[src/rtl/seqser_8_if.sv]
// rtl/seqser_8_if.sv - byte input handshake and serial output bundle for seqser_8
interface seqser_8_if #(
  parameter int DEPTH = 2
) ();
  localparam int LW = $clog2(DEPTH + 1);

  logic [7:0]    InData;
  logic          InValid;
  logic          InReady;
  logic          SerOut;
  logic          BitValid;
  logic          ByteStart;
  logic [LW-1:0] Level;

  // Producer / observer side
  modport master (
    output InData,
    output InValid,
    input  InReady,
    input  SerOut,
    input  BitValid,
    input  ByteStart,
    input  Level
  );

  // Serializer side
  modport slave (
    input  InData,
    input  InValid,
    output InReady,
    output SerOut,
    output BitValid,
    output ByteStart,
    output Level
  );
endinterface

[src/rtl/seqser_8.sv]
// rtl/seqser_8.sv - byte FIFO feeding an MSB-first serial shifter with gapless byte chaining
module seqser_8 #(
  parameter int   DEPTH    = 2,
  parameter logic IDLE_BIT = 1'b0
) (
  input  logic       Clk,
  input  logic       Reset,
  seqser_8_if.slave  bus
);
  localparam int LW = $clog2(DEPTH + 1);
  localparam int PW = (DEPTH > 1) ? $clog2(DEPTH) : 1;

  localparam logic [0:0] ST_IDLE  = 1'b0;
  localparam logic [0:0] ST_SHIFT = 1'b1;

  // FIFO storage and pointers
  logic [7:0]    mem_q [DEPTH];
  logic [PW-1:0] wr_ptr_q, wr_ptr_d;
  logic [PW-1:0] rd_ptr_q, rd_ptr_d;
  logic [LW-1:0] level_q, level_d;

  // Shifter state; shreg holds only the bits still to be sent after SerOut
  logic [0:0]    state_q, state_d;
  logic [2:0]    cnt_q, cnt_d;
  logic [6:0]    shreg_q, shreg_d;
  logic          ser_q, ser_d;
  logic          bv_q, bv_d;
  logic          bs_q, bs_d;

  logic          in_ready;
  logic          push;
  logic          pop;
  logic          fifo_empty;
  logic [7:0]    head;

  // InReady depends on stored occupancy only, and drops while reset is held
  assign in_ready   = Reset && (level_q != LW'(DEPTH));
  assign push       = bus.InValid && in_ready;
  assign fifo_empty = (level_q == '0);
  assign head       = mem_q[rd_ptr_q];

  assign bus.InReady   = in_ready;
  assign bus.SerOut    = ser_q;
  assign bus.BitValid  = bv_q;
  assign bus.ByteStart = bs_q;
  assign bus.Level     = level_q;

  function automatic logic [PW-1:0] ptr_inc(input logic [PW-1:0] p);
    if (p == PW'(DEPTH - 1)) begin
      return '0;
    end
    return p + 1'b1;
  endfunction

  // Shifter next state: load from FIFO head when idle or on the last bit, else shift
  always_comb begin
    state_d = state_q;
    cnt_d   = cnt_q;
    shreg_d = shreg_q;
    ser_d   = ser_q;
    bv_d    = bv_q;
    bs_d    = bs_q;
    pop     = 1'b0;
    if (state_q == ST_SHIFT && cnt_q != 3'd7) begin
      shreg_d = {shreg_q[5:0], 1'b0};
      ser_d   = shreg_q[6];
      cnt_d   = cnt_q + 3'd1;
      bv_d    = 1'b1;
      bs_d    = 1'b0;
    end else if (!fifo_empty) begin
      pop     = 1'b1;
      state_d = ST_SHIFT;
      cnt_d   = 3'd0;
      shreg_d = head[6:0];
      ser_d   = head[7];
      bv_d    = 1'b1;
      bs_d    = 1'b1;
    end else begin
      state_d = ST_IDLE;
      cnt_d   = 3'd0;
      ser_d   = IDLE_BIT;
      bv_d    = 1'b0;
      bs_d    = 1'b0;
    end
  end

  // FIFO pointer and occupancy bookkeeping; simultaneous push and pop leave Level unchanged
  always_comb begin
    wr_ptr_d = push ? ptr_inc(wr_ptr_q) : wr_ptr_q;
    rd_ptr_d = pop  ? ptr_inc(rd_ptr_q) : rd_ptr_q;
    level_d  = level_q;
    case ({push, pop})
      2'b10:   level_d = level_q + 1'b1;
      2'b01:   level_d = level_q - 1'b1;
      default: level_d = level_q;
    endcase
  end

  // FIFO data is written only on accepted bytes, so idle-cycle InData never enters storage
  always_ff @(posedge Clk) begin
    if (push) begin
      mem_q[wr_ptr_q] <= bus.InData;
    end
  end

  // State registers; reset drops any byte in flight and everything queued
  always_ff @(posedge Clk or negedge Reset) begin
    if (!Reset) begin
      wr_ptr_q <= '0;
      rd_ptr_q <= '0;
      level_q  <= '0;
      state_q  <= ST_IDLE;
      cnt_q    <= 3'd0;
      shreg_q  <= '0;
      ser_q    <= IDLE_BIT;
      bv_q     <= 1'b0;
      bs_q     <= 1'b0;
    end else begin
      wr_ptr_q <= wr_ptr_d;
      rd_ptr_q <= rd_ptr_d;
      level_q  <= level_d;
      state_q  <= state_d;
      cnt_q    <= cnt_d;
      shreg_q  <= shreg_d;
      ser_q    <= ser_d;
      bv_q     <= bv_d;
      bs_q     <= bs_d;
    end
  end
endmodule

[src/flat_wrapper.sv]
// flat-port wrapper written by rule: the top's interface ports become plain ports
module seqser_8_flat 
#(
  parameter int   DEPTH    = 2,
  parameter logic IDLE_BIT = 1'b0
)
  (Clk, Reset, bus_InData, bus_InValid, bus_InReady, bus_SerOut, bus_BitValid, bus_ByteStart, bus_Level);
  seqser_8_if #(.DEPTH(DEPTH)) bus_i ();
  input  logic Clk;
  input  logic Reset;
  input wire logic [$bits(bus_i.InData)-1:0] bus_InData;
  input wire logic [$bits(bus_i.InValid)-1:0] bus_InValid;
  output wire logic [$bits(bus_i.InReady)-1:0] bus_InReady;
  output wire logic [$bits(bus_i.SerOut)-1:0] bus_SerOut;
  output wire logic [$bits(bus_i.BitValid)-1:0] bus_BitValid;
  output wire logic [$bits(bus_i.ByteStart)-1:0] bus_ByteStart;
  output wire logic [$bits(bus_i.Level)-1:0] bus_Level;
  assign bus_i.InData = bus_InData;
  assign bus_i.InValid = bus_InValid;
  assign bus_InReady = bus_i.InReady;
  assign bus_SerOut = bus_i.SerOut;
  assign bus_BitValid = bus_i.BitValid;
  assign bus_ByteStart = bus_i.ByteStart;
  assign bus_Level = bus_i.Level;
  seqser_8 #(.DEPTH(DEPTH), .IDLE_BIT(IDLE_BIT)) u_core (.Clk(Clk), .Reset(Reset), .bus(bus_i));
endmodule
[config.mk]
export PLATFORM = sky130hd
export DESIGN_NAME = seqser_8_flat
export DESIGN_NICKNAME = d
export VERILOG_FILES = /design/src/rtl/seqser_8_if.sv /design/src/rtl/seqser_8.sv /design/src/flat_wrapper.sv
export SDC_FILE = /design/constraint.sdc
export NUM_CORES = 1
export LEC_CHECK = 0
export CAP_MARGIN = 40
export CELL_PAD_IN_SITES_DETAIL_PLACEMENT = 1
export CELL_PAD_IN_SITES_GLOBAL_PLACEMENT = 1
export CORE_MARGIN = 1
export CORE_UTILIZATION = 46
export CTS_BUF_LIST = sky130_fd_sc_hd__clkbuf_2 sky130_fd_sc_hd__clkbuf_4 sky130_fd_sc_hd__clkbuf_8
export DETAILED_ROUTE_END_ITERATION = 10
export GPL_ROUTABILITY_DRIVEN = 0
export PLACE_DENSITY_LB_ADDON = 0.08
export SLEW_MARGIN = 15
export SYNTH_ARGS = -nofsm -noshare
export SYNTH_HDL_FRONTEND = slang
export SYNTH_SLANG_ARGS = --single-unit
[constraint.sdc]
create_clock -name Clk -period 1.8 [get_ports Clk]
set_input_delay 0.18 -clock Clk [delete_from_list [all_inputs] [get_ports Clk]]
set_output_delay 0.18 -clock Clk [all_outputs]
set_load 0.05 [all_outputs]
==> flow_summary_export.csv <==
group,metric,value,unit
status,outcome,"complete, no violations",
synthesis,synthArstFlopShare,52.9,%
critical_path,rr_endpoint,"u_core.bus.Level[1]",
synthesis,synth_area_leaders,"edfxtp_1, dfrtp_1, o21ai_1, a211oi_1, and2b_1",
synthesis,postSynthAreaPerCell,14.0,sq um
timing,worst_clock_skew,0.00605,ns
timing,rsz0062_at_grt,"false",
finish,antenna_cells,0,
synthesis,synthTopCellsByCount,"dfrtp_1, edfxtp_1, o21ai_1, nand2_1, a211oi_1",
synthesis,synth_top_area_share,35.1,%
placed_design,dp.cells,146,
timing,timing.fmax,592,MHz
synthesis,syn-num-nets,112,
timing,tightest_slew,0.526,ns
finish,layout.cells.non_filler,154,
critical_path,r2r_slack,0.11,ns
grt,grt_pass1_vias,848,
critical_path,crit_chain,"ha_1, ha_1, nor2b_2, nor2_2, ha_1, nor2_1, xnor2_1",
grt,grt_usage,18.0,%
timing,tns,0,ns
route,drc,0,
grt,grt_overflow_total,0,
synthesis,synth-edff-count,16,
timing,hold_viol,0,
critical_path,required,2.05,ns
power_and_ir_drop,p_sw_share,36.0,%
floorplan,die_w,56.5,um
route,ant_nets,0,
power_and_ir_drop,p_int,1.75,mW
finish,drive_gt1_share,18.7,%
floorplan,initial_core_util,49.2,%
job,max_cap_viol_count,0,
grt,antenna_found_initial,0,
timing,whs,0.230,ns
finish,syn2layout_area_growth,21.6,%
critical_path,critPathBufInv,0,
critical_path,criticalPathCategory,"reg -> reg",
timing,min_period,1.69,ns
critical_path,critical_path_depth,7,
placed_design,dp_hpwl,1.75,mm
synthesis,synth-seq-cells,34,
grt,grt_first_pass_wirelength,4.02,mm
floorplan,ios,17,
power_and_ir_drop,powerDensity,1640,nW/um^2
route,first_iter_violations,3,
critical_path,cp_common_cell,"ha_1",
critical_path,arrival,1.94,ns
worst_hold_path,hp-class,"in -> async",
floorplan,dieArea,3200,sq um
finish,final_nets,136,
clock_network,clk-insertion-delay-late,0.32,ns
power_and_ir_drop,ir_drop,1.29,mV
finish,ff_latch_area,932,sq um
synthesis,ys_seq_area_share,68.1,%
power_and_ir_drop,power_frac_comb,37.0,%
route,routedWlPerCell,15.1,um
timing,fin_ws,0.112,ns
grt,grt_max_degree,16,
finish,fill_cells,285,
clock_network,cts_root_buffer,"clkbuf_4",
synthesis,synth_area,1370,sq um
critical_path,start_kind,"register",
finish,multi_input_area,394,sq um
synthesis,netlist_instances,98,
timing,setup_viol,0,
power_and_ir_drop,seq_power_share,43.5,%
synthesis,yosysMostFrequentCell,"dfrtp_1",
critical_path,crit_slowest_cell,"dfrtp_1",
placed_design,dp_worst_setup_slack,0.0716,ns
floorplan,dieHeight,56.5,um
placed_design,port_buffers,16,
timing,slew_headroom,64.9,%
timing,slew_viol_final,0,
power_and_ir_drop,pwr-share-clk,19.4,%
clock_network,clk_pin_slew_worst_paths,0.10,ns
clock_network,cts_made_buffers,5,
critical_path,cp_top_family,"adder cells",
power_and_ir_drop,switchingPower,983,uW
route,vias,803,
timing,finalCritPeriodShare,93.8,%
clock_network,post_cts_buffers,0,
critical_path,worst_setup_path_end_kind,"register",
critical_path,ff2ff_path_depth,7,
route,drt_first_pass_iters,4,
critical_path,critPathMaxStageDelay,0.40,ns
synthesis,synth_top_cell_by_area,"edfxtp_1",
critical_path,worstSetupStartpoint,"u_core.cnt_q[0]",
route,wl,2.33,mm
clock_network,clock-sinks,34,
synthesis,ys_types,27,
floorplan,fp.coreArea,2780,sq um
route,avgViaCountPerCell,5.21,
clock_network,htreeDepth,2,
critical_path,r2r_start,"u_core.cnt_q[0]",
clock_network,cts_tree,"built",
clock_network,cts_buffer_depth,2,
critical_path,critPathMaxFanout,4,
synthesis,yosysWarningCount,0,
power_and_ir_drop,leakagePower,0.676,nW
synthesis,yosys_most_used_dff,"dfrtp_1",
floorplan,rows,19,
[flip-flops by register name, indices dropped and copies added (netlist names)]
register and count:
u_core.bus.BitValid 1, u_core.bus.ByteStart 1, u_core.bus.Level 2, u_core.bus.SerOut 1
u_core.cnt_q 3, u_core.mem_q 16, u_core.rd_ptr_q 1, u_core.shreg_q 7
u_core.state_q 1, u_core.wr_ptr_q 1
[area by class of cell]
| class | count | share of cell area [%] |
|---|---|---|
| well taps | 31 | 2.33 |
| multi-input cells | 58 | 23.7 |
| flip-flops and latches | 34 | 56.1 |
| clock inverters | 3 | 2.41 |
| inverters | 1 | 0.226 |
| repair buffers | 22 | 13.0 |
| clock buffers | 5 | 2.26 |
[how the worst max path moves through the flow]
stage | endpoint | slack (ns)
after floorplan | u_core.mem_q[1][0] | 0.06
after global placement | u_core.mem_q[1][1] | 0.16
after detailed placement | u_core.bus.Level[1] | 0.07
after CTS | bus_Level[1] | 0.008
after global routing | u_core.bus.Level[1] | 0.02
final | u_core.bus.Level[1] | 0.11
[worst reg2reg max path, delay by kind of cell (launching register included)]
family	cells	cell delay, ns
and+or+nand+nor	3	0.37
xor gates and xnor gates	1	0.13
DFF	1	0.40
adders and majority gates	3	0.70
[per-layer routing]
metal  GRT usage (%)  vias to the layer above  wire (um)
li1                -                      392          -
met1            20.7                      393        963
met2            29.4                       16       1240
met3            6.22                        2         92
met4            9.41                        0         27
met5               0                        -          0
[logic make-up after synthesis]
family | share of synthesized area [%]
flip-flops | 68.1
AND/OR/NAND/NOR | 10.2
AO/OA/AOI/OAI | 10.6
buffers and inverters | 3.38
XOR/XNOR | 3.20
adder cells (fa/ha/maj) | 2.75
multiplexers | 1.83
[cell usage in the layout, fill, tap and decap left out, drive strengths merged]
cell / n
or2: 1
nor2b: 2
ha: 3
o21ai: 12
inv: 1
dfrtp: 18
and2b: 5
clkdlybuf4s50: 13
dlygate4sd2: 1
o211ai: 1
o21a: 1
nand2: 8
mux2: 1
a22o: 1
dlymetal6s2s: 1
clkinv: 2
xnor2: 4
and3: 1
edfxtp: 16
buf: 7
mux2i: 1
xor2: 1
a211oi: 7
clkbuf: 5
nor2: 6
nand2b: 1
bufinv: 1
and2: 2
[power groups by stage]
stage / registers [mW] / clock network, mW / logic, mW
2_1_floorplan: 1.29 / 0 / 0.663
3_3_place_gp: 1.20 / 0 / 0.993
3_5_place_dp: 1.21 / 0 / 1.03
4_1_cts: 1.19 / 0.555 / 1.03
5_1_grt: 1.22 / 0.593 / 1.11
6_report: 1.19 / 0.530 / 1.01
[per-stage QoR]
step | power, mW | instance area [sq um] | utilization [%]
final | 2.73 | 1660 | 59.8
after global routing | 2.92 | 1660 | 59.8
after CTS | 2.78 | 1660 | 59.6
after detailed placement | 2.24 | 1580 | 56.9
after global placement | 2.19 | 1580 | 56.9
after floorplan | 1.95 | 1370 | -
[what timing repair did]
item | in CTS | in global routing
pin swaps | 0 | 0
hold buffers | 0 | 0
endpoints found under the setup margin | 1 | 2
gates resized for setup | 1 | 2
Note: power is estimated with default switching activity, not from simulation.
